`config.mk`:
```
export PLATFORM = sky130hd
export DESIGN_NAME = updown_sweep_ctrl_flat
export DESIGN_NICKNAME = d
export VERILOG_FILES = /design/src/rtl/updown_sweep_ctrl_if.sv /design/src/rtl/updown_sweep_ctrl.sv /design/src/flat_wrapper.sv
export SDC_FILE = /design/constraint.sdc
export NUM_CORES = 1
export LEC_CHECK = 0
export CAP_MARGIN = 20
export CORE_MARGIN = 2
export CORE_UTILIZATION = 40
export DETAILED_ROUTE_END_ITERATION = 7
export MAX_ROUTING_LAYER = met4
export PLACE_DENSITY = 0.81
export SYNTH_ARGS = -nofsm -noshare
export SYNTH_HDL_FRONTEND = slang
export SYNTH_SLANG_ARGS = --single-unit
```
`constraint.sdc`:
```
create_clock -name clk -period 2.54 [get_ports clk]
set_input_delay 0.254 -clock clk [delete_from_list [all_inputs] [get_ports clk]]
set_output_delay 0.254 -clock clk [all_outputs]
set_load 0.01 [all_outputs]
```
`src/rtl/updown_sweep_ctrl_if.sv`:
```
// Host/counter-side signal bundle for the up/down sweep sequencer.
// The master side drives the requests and the counter's count; the slave side is the sequencer.
interface updown_sweep_ctrl_if #(
  parameter int WIDTH = 8,
  parameter int CYC_W = 4
);
  logic             start;
  logic             abort;
  logic [WIDTH-1:0] lo;
  logic [WIDTH-1:0] hi;
  logic [CYC_W-1:0] cycles;
  logic [WIDTH-1:0] count;
  logic             cnt_en;
  logic             cnt_dir;
  logic             cnt_load;
  logic [WIDTH-1:0] cnt_load_val;
  logic             busy;
  logic             done;
  logic             err;
  logic [CYC_W-1:0] sweep_cnt;

  modport master (
    output start, abort, lo, hi, cycles, count,
    input  cnt_en, cnt_dir, cnt_load, cnt_load_val, busy, done, err, sweep_cnt
  );

  modport slave (
    input  start, abort, lo, hi, cycles, count,
    output cnt_en, cnt_dir, cnt_load, cnt_load_val, busy, done, err, sweep_cnt
  );
endinterface

```
`src/rtl/updown_sweep_ctrl.sv`:
```
// Sequences an external 8-bit up/down counter through triangle sweeps between
// latched lo/hi limits, for a programmed number of round trips or continuously.
module updown_sweep_ctrl #(
  parameter int WIDTH = 8,
  parameter int CYC_W = 4
) (
  input  logic                clk,
  input  logic                reset,
  updown_sweep_ctrl_if.slave  io_bus
);

  typedef enum logic [2:0] {
    S_IDLE = 3'd0,
    S_LOAD = 3'd1,
    S_UP   = 3'd2,
    S_DOWN = 3'd3,
    S_DONE = 3'd4
  } state_t;

  state_t           r_state;
  state_t           w_next;
  logic [WIDTH-1:0] r_lo;
  logic [WIDTH-1:0] r_hi;
  logic [CYC_W-1:0] r_cycles;
  logic [CYC_W-1:0] r_sweep_cnt;
  logic             r_err;

  logic             w_busy;
  logic             w_accept;
  logic             w_reject;
  logic             w_at_lo;
  logic             w_at_hi;
  logic [CYC_W-1:0] w_sweep_inc;
  logic             w_sweep_more;
  logic             w_sweep_tick;
  logic             w_abort;
  logic             w_cnt_en;
  logic             w_cnt_dir;
  logic             w_cnt_load;

  assign w_busy   = (r_state == S_LOAD) || (r_state == S_UP) || (r_state == S_DOWN);
  assign w_abort  = io_bus.abort && w_busy;
  assign w_accept = (r_state == S_IDLE) && io_bus.start && (io_bus.lo <  io_bus.hi);
  assign w_reject = (r_state == S_IDLE) && io_bus.start && (io_bus.lo >= io_bus.hi);
  assign w_at_lo  = (io_bus.count == r_lo);
  assign w_at_hi  = (io_bus.count == r_hi);

  // A round trip completes when the down leg reaches lo; cycles == 0 never completes.
  assign w_sweep_inc  = r_sweep_cnt + CYC_W'(1);
  assign w_sweep_more = (r_cycles == '0) || (w_sweep_inc < r_cycles);
  assign w_sweep_tick = (r_state == S_DOWN) && w_at_lo && !w_abort;

  // NOTE: every output of this block gets a default before the case, so no
  // path leaves a signal unassigned and no latch is inferred.
  always_comb begin
    w_next     = r_state;
    w_cnt_en   = 1'b0;
    w_cnt_dir  = 1'b1;
    w_cnt_load = 1'b0;
    unique case (r_state)
      S_IDLE: begin
        if (w_accept) w_next = S_LOAD;
      end
      S_LOAD: begin
        w_cnt_load = 1'b1;
        w_next     = S_UP;
      end
      S_UP: begin
        w_cnt_en = 1'b1;
        if (w_at_hi) begin
          w_cnt_dir = 1'b0;
          w_next    = S_DOWN;
        end
      end
      S_DOWN: begin
        w_cnt_en = 1'b1;
        if (!w_at_lo) begin
          w_cnt_dir = 1'b0;
        end else if (w_sweep_more) begin
          w_next = S_UP;
        end else begin
          w_cnt_en = 1'b0;
          w_next   = S_DONE;
        end
      end
      S_DONE: begin
        w_next = S_IDLE;
      end
      default: begin
        w_next = S_IDLE;
      end
    endcase
    // Abort gates the counter in the same cycle and overrides any transition.
    if (w_abort) begin
      w_cnt_en   = 1'b0;
      w_cnt_load = 1'b0;
      w_next     = S_IDLE;
    end
  end

  // NOTE: state registers use non-blocking assignments so every flop samples
  // the pre-edge values, independent of process ordering.
  always_ff @(posedge clk or negedge reset) begin
    if (!reset) begin
      r_state <= S_IDLE;
    end else begin
      r_state <= w_next;
    end
  end

  always_ff @(posedge clk or negedge reset) begin
    if (!reset) begin
      r_lo        <= '0;
      r_hi        <= '0;
      r_cycles    <= '0;
      r_sweep_cnt <= '0;
      r_err       <= 1'b0;
    end else begin
      if (w_accept) begin
        r_lo        <= io_bus.lo;
        r_hi        <= io_bus.hi;
        r_cycles    <= io_bus.cycles;
        r_sweep_cnt <= '0;
        r_err       <= 1'b0;
      end else begin
        if (w_reject)     r_err       <= 1'b1;
        if (w_sweep_tick) r_sweep_cnt <= w_sweep_inc;
      end
    end
  end

  assign io_bus.cnt_en       = w_cnt_en;
  assign io_bus.cnt_dir      = w_cnt_dir;
  assign io_bus.cnt_load     = w_cnt_load;
  assign io_bus.cnt_load_val = r_lo;
  assign io_bus.busy         = w_busy;
  assign io_bus.done         = (r_state == S_DONE);
  assign io_bus.err          = r_err;
  assign io_bus.sweep_cnt    = r_sweep_cnt;

endmodule

```
`src/flat_wrapper.sv`:
```
// flat-port wrapper written by rule: the top's interface ports become plain ports
module updown_sweep_ctrl_flat 
#(
  parameter int WIDTH = 8,
  parameter int CYC_W = 4
)
  (clk, reset, io_bus_start, io_bus_abort, io_bus_lo, io_bus_hi, io_bus_cycles, io_bus_count, io_bus_cnt_en, io_bus_cnt_dir, io_bus_cnt_load, io_bus_cnt_load_val, io_bus_busy, io_bus_done, io_bus_err, io_bus_sweep_cnt);
  updown_sweep_ctrl_if #(.WIDTH(WIDTH), .CYC_W(CYC_W)) io_bus_i ();
  input  logic clk;
  input  logic reset;
  input wire logic [$bits(io_bus_i.start)-1:0] io_bus_start;
  input wire logic [$bits(io_bus_i.abort)-1:0] io_bus_abort;
  input wire logic [$bits(io_bus_i.lo)-1:0] io_bus_lo;
  input wire logic [$bits(io_bus_i.hi)-1:0] io_bus_hi;
  input wire logic [$bits(io_bus_i.cycles)-1:0] io_bus_cycles;
  input wire logic [$bits(io_bus_i.count)-1:0] io_bus_count;
  output wire logic [$bits(io_bus_i.cnt_en)-1:0] io_bus_cnt_en;
  output wire logic [$bits(io_bus_i.cnt_dir)-1:0] io_bus_cnt_dir;
  output wire logic [$bits(io_bus_i.cnt_load)-1:0] io_bus_cnt_load;
  output wire logic [$bits(io_bus_i.cnt_load_val)-1:0] io_bus_cnt_load_val;
  output wire logic [$bits(io_bus_i.busy)-1:0] io_bus_busy;
  output wire logic [$bits(io_bus_i.done)-1:0] io_bus_done;
  output wire logic [$bits(io_bus_i.err)-1:0] io_bus_err;
  output wire logic [$bits(io_bus_i.sweep_cnt)-1:0] io_bus_sweep_cnt;
  assign io_bus_i.start = io_bus_start;
  assign io_bus_i.abort = io_bus_abort;
  assign io_bus_i.lo = io_bus_lo;
  assign io_bus_i.hi = io_bus_hi;
  assign io_bus_i.cycles = io_bus_cycles;
  assign io_bus_i.count = io_bus_count;
  assign io_bus_cnt_en = io_bus_i.cnt_en;
  assign io_bus_cnt_dir = io_bus_i.cnt_dir;
  assign io_bus_cnt_load = io_bus_i.cnt_load;
  assign io_bus_cnt_load_val = io_bus_i.cnt_load_val;
  assign io_bus_busy = io_bus_i.busy;
  assign io_bus_done = io_bus_i.done;
  assign io_bus_err = io_bus_i.err;
  assign io_bus_sweep_cnt = io_bus_i.sweep_cnt;
  updown_sweep_ctrl #(.WIDTH(WIDTH), .CYC_W(CYC_W)) u_core (.clk(clk), .reset(reset), .io_bus(io_bus_i));
endmodule
```
# Word level (Yosys, flattened, before mapping)
# Index checks and enable logic that the tools add are counted.
[classes] n_addsub=1 order_cmp=3 n_eq_ne=9 mux=19 n_reduce_logical=15
[op_table] cell="$eq 8x8->1" n=2
[op_table] cell="$mux 3" n=5
[op_table] cell="$pmux 3 s4" n=1
[op_table] cell="$mux 1" n=9
[op_table] cell="$ne 3x1->1 const B" n=3
[op_table] cell="$ge 8x8->1" n=1
[op_table] cell="$lt 8x8->1" n=1
[op_table] cell="$mux 4" n=2
[op_table] cell="$eq 3x2->1 const B" n=2
[op_table] cell="$logic_and 1x1->1" n=6
[op_table] cell="$add 4x1->4 const B" n=1
[op_table] cell="$logic_not 4->1" n=1
[op_table] cell="$lt 4x4->1" n=1
[op_table] cell="$pmux 1 s2" n=2
[op_table] cell="$reduce_bool 2->1" n=2
[op_table] cell="$eq 3x1->1 const B" n=1
[op_table] cell="$eq 3x3->1 const B" n=1
[op_table] cell="$logic_not 3->1" n=1
[op_table] cell="$logic_or 1x1->1" n=3
[op_table] cell="$reduce_and 3->1" n=1
[op_table] cell="$logic_not 1->1" n=1
[totals] ff_bits=28 in_bits=32 out_inout_bits=18 wordCells=53

# Depth between registers and ports, before layout
[logic_depth] word_depth=8 depth_mapped=8 mapped_depth_nobuf=7

# Worst setup path after synthesis
# No wires, ideal clock.
[synth_timing] path_type="in2reg" from="input port io_bus_hi[2]" to="register u_core.r_lo[0] (netlist: u_core.io_bus.cnt_load_val[0])" setup_time_ns=0.125 t_arrival_ns=1.980 required_ns=2.415 setup_slack_ns=0.434 path_stages=8 path_buffers=1 cell_sequence="inv_1 -> ha_1 -> o21a_1 -> o21ai_2 -> a221oi_2 -> a2111oi_4 -> buf_8 -> mux2_4"
[synth_between] elab_chain_cells=2
[synth_lines] item="start, declared" line_no="flat_wrapper.sv:14" text="input wire logic [$bits(io_bus_i.hi)-1:0] io_bus_hi;"
[synth_lines] item="$lt 8x8->1" line_no="updown_sweep_ctrl.sv:43" text="assign w_accept = (r_state == S_IDLE) && io_bus.start && (io_bus.lo < io_bus.hi);"
[synth_lines] item="$logic_and 1x1->1" line_no="updown_sweep_ctrl.sv:43"
[synth_lines] item="end signal, assigned" line_no="updown_sweep_ctrl.sv:120" text="r_lo <= io_bus.lo;"
[synth_lines] item="end, declared" line_no="updown_sweep_ctrl.sv:22" text="logic [WIDTH-1:0] r_lo;"
# No other way between the ends.
# A chain may end at the register's enable or synchronous reset.

# Worst setup path in the final report
[layout_timing] from="input port io_bus_count[1]" to="output port io_bus_cnt_dir"
[layout_between] elab_chain_cells=3 elab_cells_between_ends=5 cone_classes="2 x eq/ne; 3 x mux"
[layout_lines] item="start, declared" line_no="flat_wrapper.sv:16" text="input wire logic [$bits(io_bus_i.count)-1:0] io_bus_count;"
[layout_lines] item="$eq 8x8->1 (on tied branches)" line_no="updown_sweep_ctrl.sv:45, updown_sweep_ctrl.sv:46"
[layout_lines] item="$mux 1 (on tied branches)" line_no="updown_sweep_ctrl.sv:77, updown_sweep_ctrl.sv:70"
[layout_lines] item="$pmux 1 s2 (*)" line_no="updown_sweep_ctrl.sv:60" text="unique case (r_state)"
[layout_lines] item="end, declared" line_no="flat_wrapper.sv:18" text="output wire logic [$bits(io_bus_i.cnt_dir)-1:0] io_bus_cnt_dir;"
# Mark *: on every way between the ends. The rest lies on a longest branch, timed or not.

==> impl_metrics.env <==
export IMPL_fillCellCount=356
export IMPL_floorplan_initialDensity=0.417
export IMPL_ys_seq_area_frac=0.417
export IMPL_crit_end="io_bus_cnt_dir"
export IMPL_ir_drop_uv=334
export IMPL_slew_violations=0
export IMPL_worstPathCellList="clkdlybuf4s50_1 > xor2_1 > nor4_2 > and2_1 > o21ai_0 > nand3b_1 > clkdlybuf4s50_1"
export IMPL_clk_insertion_delay_late_ns=0.27
export IMPL_cts_root_buf="clkbuf_8"
export IMPL_ys_ff_latch=28
export IMPL_ant_nets=0
export IMPL_placed_cells=243
export IMPL_max_stage_delay_ns=0.55
export IMPL_synthTopCellsByCount="28 x dfrtp_1, 18 x xor2_1, 14 x inv_1, 14 x mux2_4, 11 x ha_1"
export IMPL_cp_start_kind="primary input"
export IMPL_place_area_um2=2270
export IMPL_fin_cells=249
export IMPL_avgViaCountPerCell=4.98
export IMPL_outcome="finished clean"
export IMPL_finalHoldViolCount=0
export IMPL_fin_crit_ns=2.47
export IMPL_io_pins=50
export IMPL_wire_per_inst_um=13.7
export IMPL_grt_pass1_vias=1215
export IMPL_synth_area_leaders="dfrtp_1 42%, mux2_4 13%, xor2_1 9.4%, ha_1 8.2%, mux2_2 4.0%"
export IMPL_cts_buffers=3
export IMPL_worstSetupPathType="in2out"
export IMPL_tightest_slew_ns=0.389
export IMPL_required_ns=2.29
export IMPL_multi_input_area_um2=920
export IMPL_fin_nets=243
export IMPL_core_area_um2=4030
export IMPL_crit_start="io_bus_count[1]"
export IMPL_drt_pass1_iterations=4
export IMPL_cp_arrival_ns=2.22
export IMPL_worst_hold_slack_ns=0.347
export IMPL_period_share=0.972
export IMPL_tns_ns=0
export IMPL_avgSynthCellArea_um2=12.0
export IMPL_drc=0
export IMPL_drt_wl_total_mm=3.40
export IMPL_area_growth_synth_to_final_pct=39.7
export IMPL_syn_inst=140
export IMPL_grt_max_degree=29
export IMPL_cts_htree_levels=1
export IMPL_place_congestion=0.761
export IMPL_drt_iter0_drc=36
export IMPL_rsz0062_at_grt="yes"
export IMPL_yosysWarnings=0
export IMPL_cts_tree="built"
export IMPL_worst_r2r_cell_count=7
export IMPL_worstReg2RegStart="u_core.io_bus.sweep_cnt[1]$_DFFE_PN0P_"
export IMPL_antenna_found_initial=0
export IMPL_slew_headroom=0.734
export IMPL_slowest_stage="clkdlybuf4s50_1"
export IMPL_synth_most_common_cell="dfrtp_1"
export IMPL_async_reset_ff_frac=1.00
export IMPL_reg2reg_setup_slack_ns=0.45
export IMPL_hpwl_mm=2.72
export IMPL_synthesis_area_um2=1680
export IMPL_final_cell_area_um2=2350
export IMPL_total_power_w=0.00155
export IMPL_num_rows=23
export IMPL_grt_usage=0.162
export IMPL_cts_sinks=28
export IMPL_regToRegEndpoint="u_core.r_state[1]$_DFFE_PN0P_"
export IMPL_diodes=0
export IMPL_setup_violations=0
export IMPL_drive_gt1_frac=0.206
export IMPL_worstPathMaxFanout=3
export IMPL_end_kind="primary output"
export IMPL_synth_edf_count=0
export IMPL_die_h_um=68.8
export IMPL_cts_buffer_depth=2
export IMPL_finClkSkew_ns=0.00396
export IMPL_synth_cell_types=32
export IMPL_crit_top_cell="clkdlybuf4s50_1"
export IMPL_path_clk_slew_ns=0.10
export IMPL_power_density_nw_per_um2=661
export IMPL_hold_class="in2async"
export IMPL_yosysTopAreaCell="dfrtp_1"
export IMPL_vias=1239
export IMPL_ys_flop_type="dfrtp_1"
export IMPL_grt_pass1_wl_mm=5.59
export IMPL_synth_top_cell_area_share=0.417
export IMPL_regArea_um2=701
export IMPL_overflow=0
export IMPL_cap_violations=0
export IMPL_dieArea_um2=4740
export IMPL_syn_num_nets=183
export IMPL_portBuffers=49
export IMPL_die_width_um=68.8
export IMPL_static_leakage_power_nw=1.09
export IMPL_fmax_mhz=405
[flip-flops by register name, summed over array words and instances (netlist names)]
signal / flops
u_core.r_cycles: 4
u_core.r_hi: 8
u_core.io_bus.cnt_load_val: 8
u_core.io_bus.err: 1
u_core.r_state: 3
u_core.io_bus.sweep_cnt: 4
[critical path: cells and delay by family]
kind	cells	cell delay [ns]
xor+xnor	1	0.18
simple gates	3	0.64
buf+inv	2	1.03
compound gates	1	0.11
[logic make-up (layout without fill, tap and decap cells)]
group | count (synthesis) | count (layout) | share of synthesized area
DFF | 28 | 28 | 0.417
muxes | 21 | 21 | 0.171
xor gates and xnor gates | 20 | 20 | 0.104
adders and majority gates | 11 | 11 | 0.0818
AOI/OAI and AO/OA | 15 | 15 | 0.0759
and+or+nand+nor | 29 | 29 | 0.103
buffers and inverters | 16 | 75 | 0.0469
[power breakdown]
group	total, W	internal, W	switching, W
clock	0.000276	0.000139	0.000138
sequential	0.000671	0.000567	0.000104
combinational	0.000605	0.000379	0.000226
total	0.00155	0.00108	0.000467
[what timing repair did]
action / in CTS / in global routing
setup buffers: 1 / 1
hold buffers: 0 / 0
resized for setup: 4 / 4
setup endpoints to repair: 2 / 2
pin swaps: 1 / 4
[per-stage QoR]
| stage | setup WS [ns] | utilization |
|---|---|---|
| finish | 0.0706 | 0.583 |
| global placement | -0.0607 | 0.562 |
| CTS | 0.00528 | 0.580 |
| detailed placement | -0.151 | 0.562 |
| global route | -0.0383 | 0.583 |
| floorplan | 0.434 | - |
[cells in the final DEF (no fill, tap or decap), drive strengths merged]
| master | n |
|---|---|
| a2111oi | 2 |
| a211oi | 1 |
| a21boi | 1 |
| a21o | 2 |
| a21oi | 2 |
| a221oi | 1 |
| and2 | 3 |
| and3 | 2 |
| and4 | 1 |
| buf | 8 |
| clkbuf | 5 |
| clkdlybuf4s50 | 48 |
| dfrtp | 28 |
| ha | 11 |
| inv | 14 |
| mux2 | 20 |
| mux2i | 1 |
| nand3 | 4 |
| nand3b | 2 |
| nor2 | 7 |
| nor2b | 1 |
| nor3b | 1 |
| nor4 | 7 |
| o21a | 1 |
| o21ai | 5 |
| or3 | 1 |
| xnor2 | 2 |
| xor2 | 18 |
[how the worst min path moves through the flow]
stage / startpoint / end / cells past startpoint
6_report: reset / u_core.r_state[1]$_DFFE_PN0P_ / 2
5_1_grt: reset / u_core.io_bus.err$_DFFE_PN0P_ / 2
4_1_cts: reset / u_core.r_state[1]$_DFFE_PN0P_ / 2
3_5_place_dp: u_core.r_hi[2]$_DFFE_PN0N_ / u_core.r_hi[2]$_DFFE_PN0N_ / 1
3_3_place_gp: u_core.io_bus.err$_DFFE_PN0P_ / u_core.io_bus.err$_DFFE_PN0P_ / 2
2_1_floorplan: reset / u_core.io_bus.cnt_load_val[0]$_DFFE_PN0N_ / 0
[final cells by class]
class / instances / area share
clock buffer: 4 / 0.0234
inverter: 14 / 0.0224
tap: 50 / 0.0266
multi-input combinational: 96 / 0.392
timing repair buffer: 57 / 0.238
sequential: 28 / 0.298
[metal layers]
metal	vias up	wire length [um]	share of wire	global-route usage
met3	2	157	0.046	0.0244
met2	38	1660	0.49	0.263
li1	613	-	-	-
met5	-	0	0	-
met1	586	1580	0.46	0.221
met4	0	6	0.0018	0.0221
Note: power is estimated with default switching activity, not from simulation.
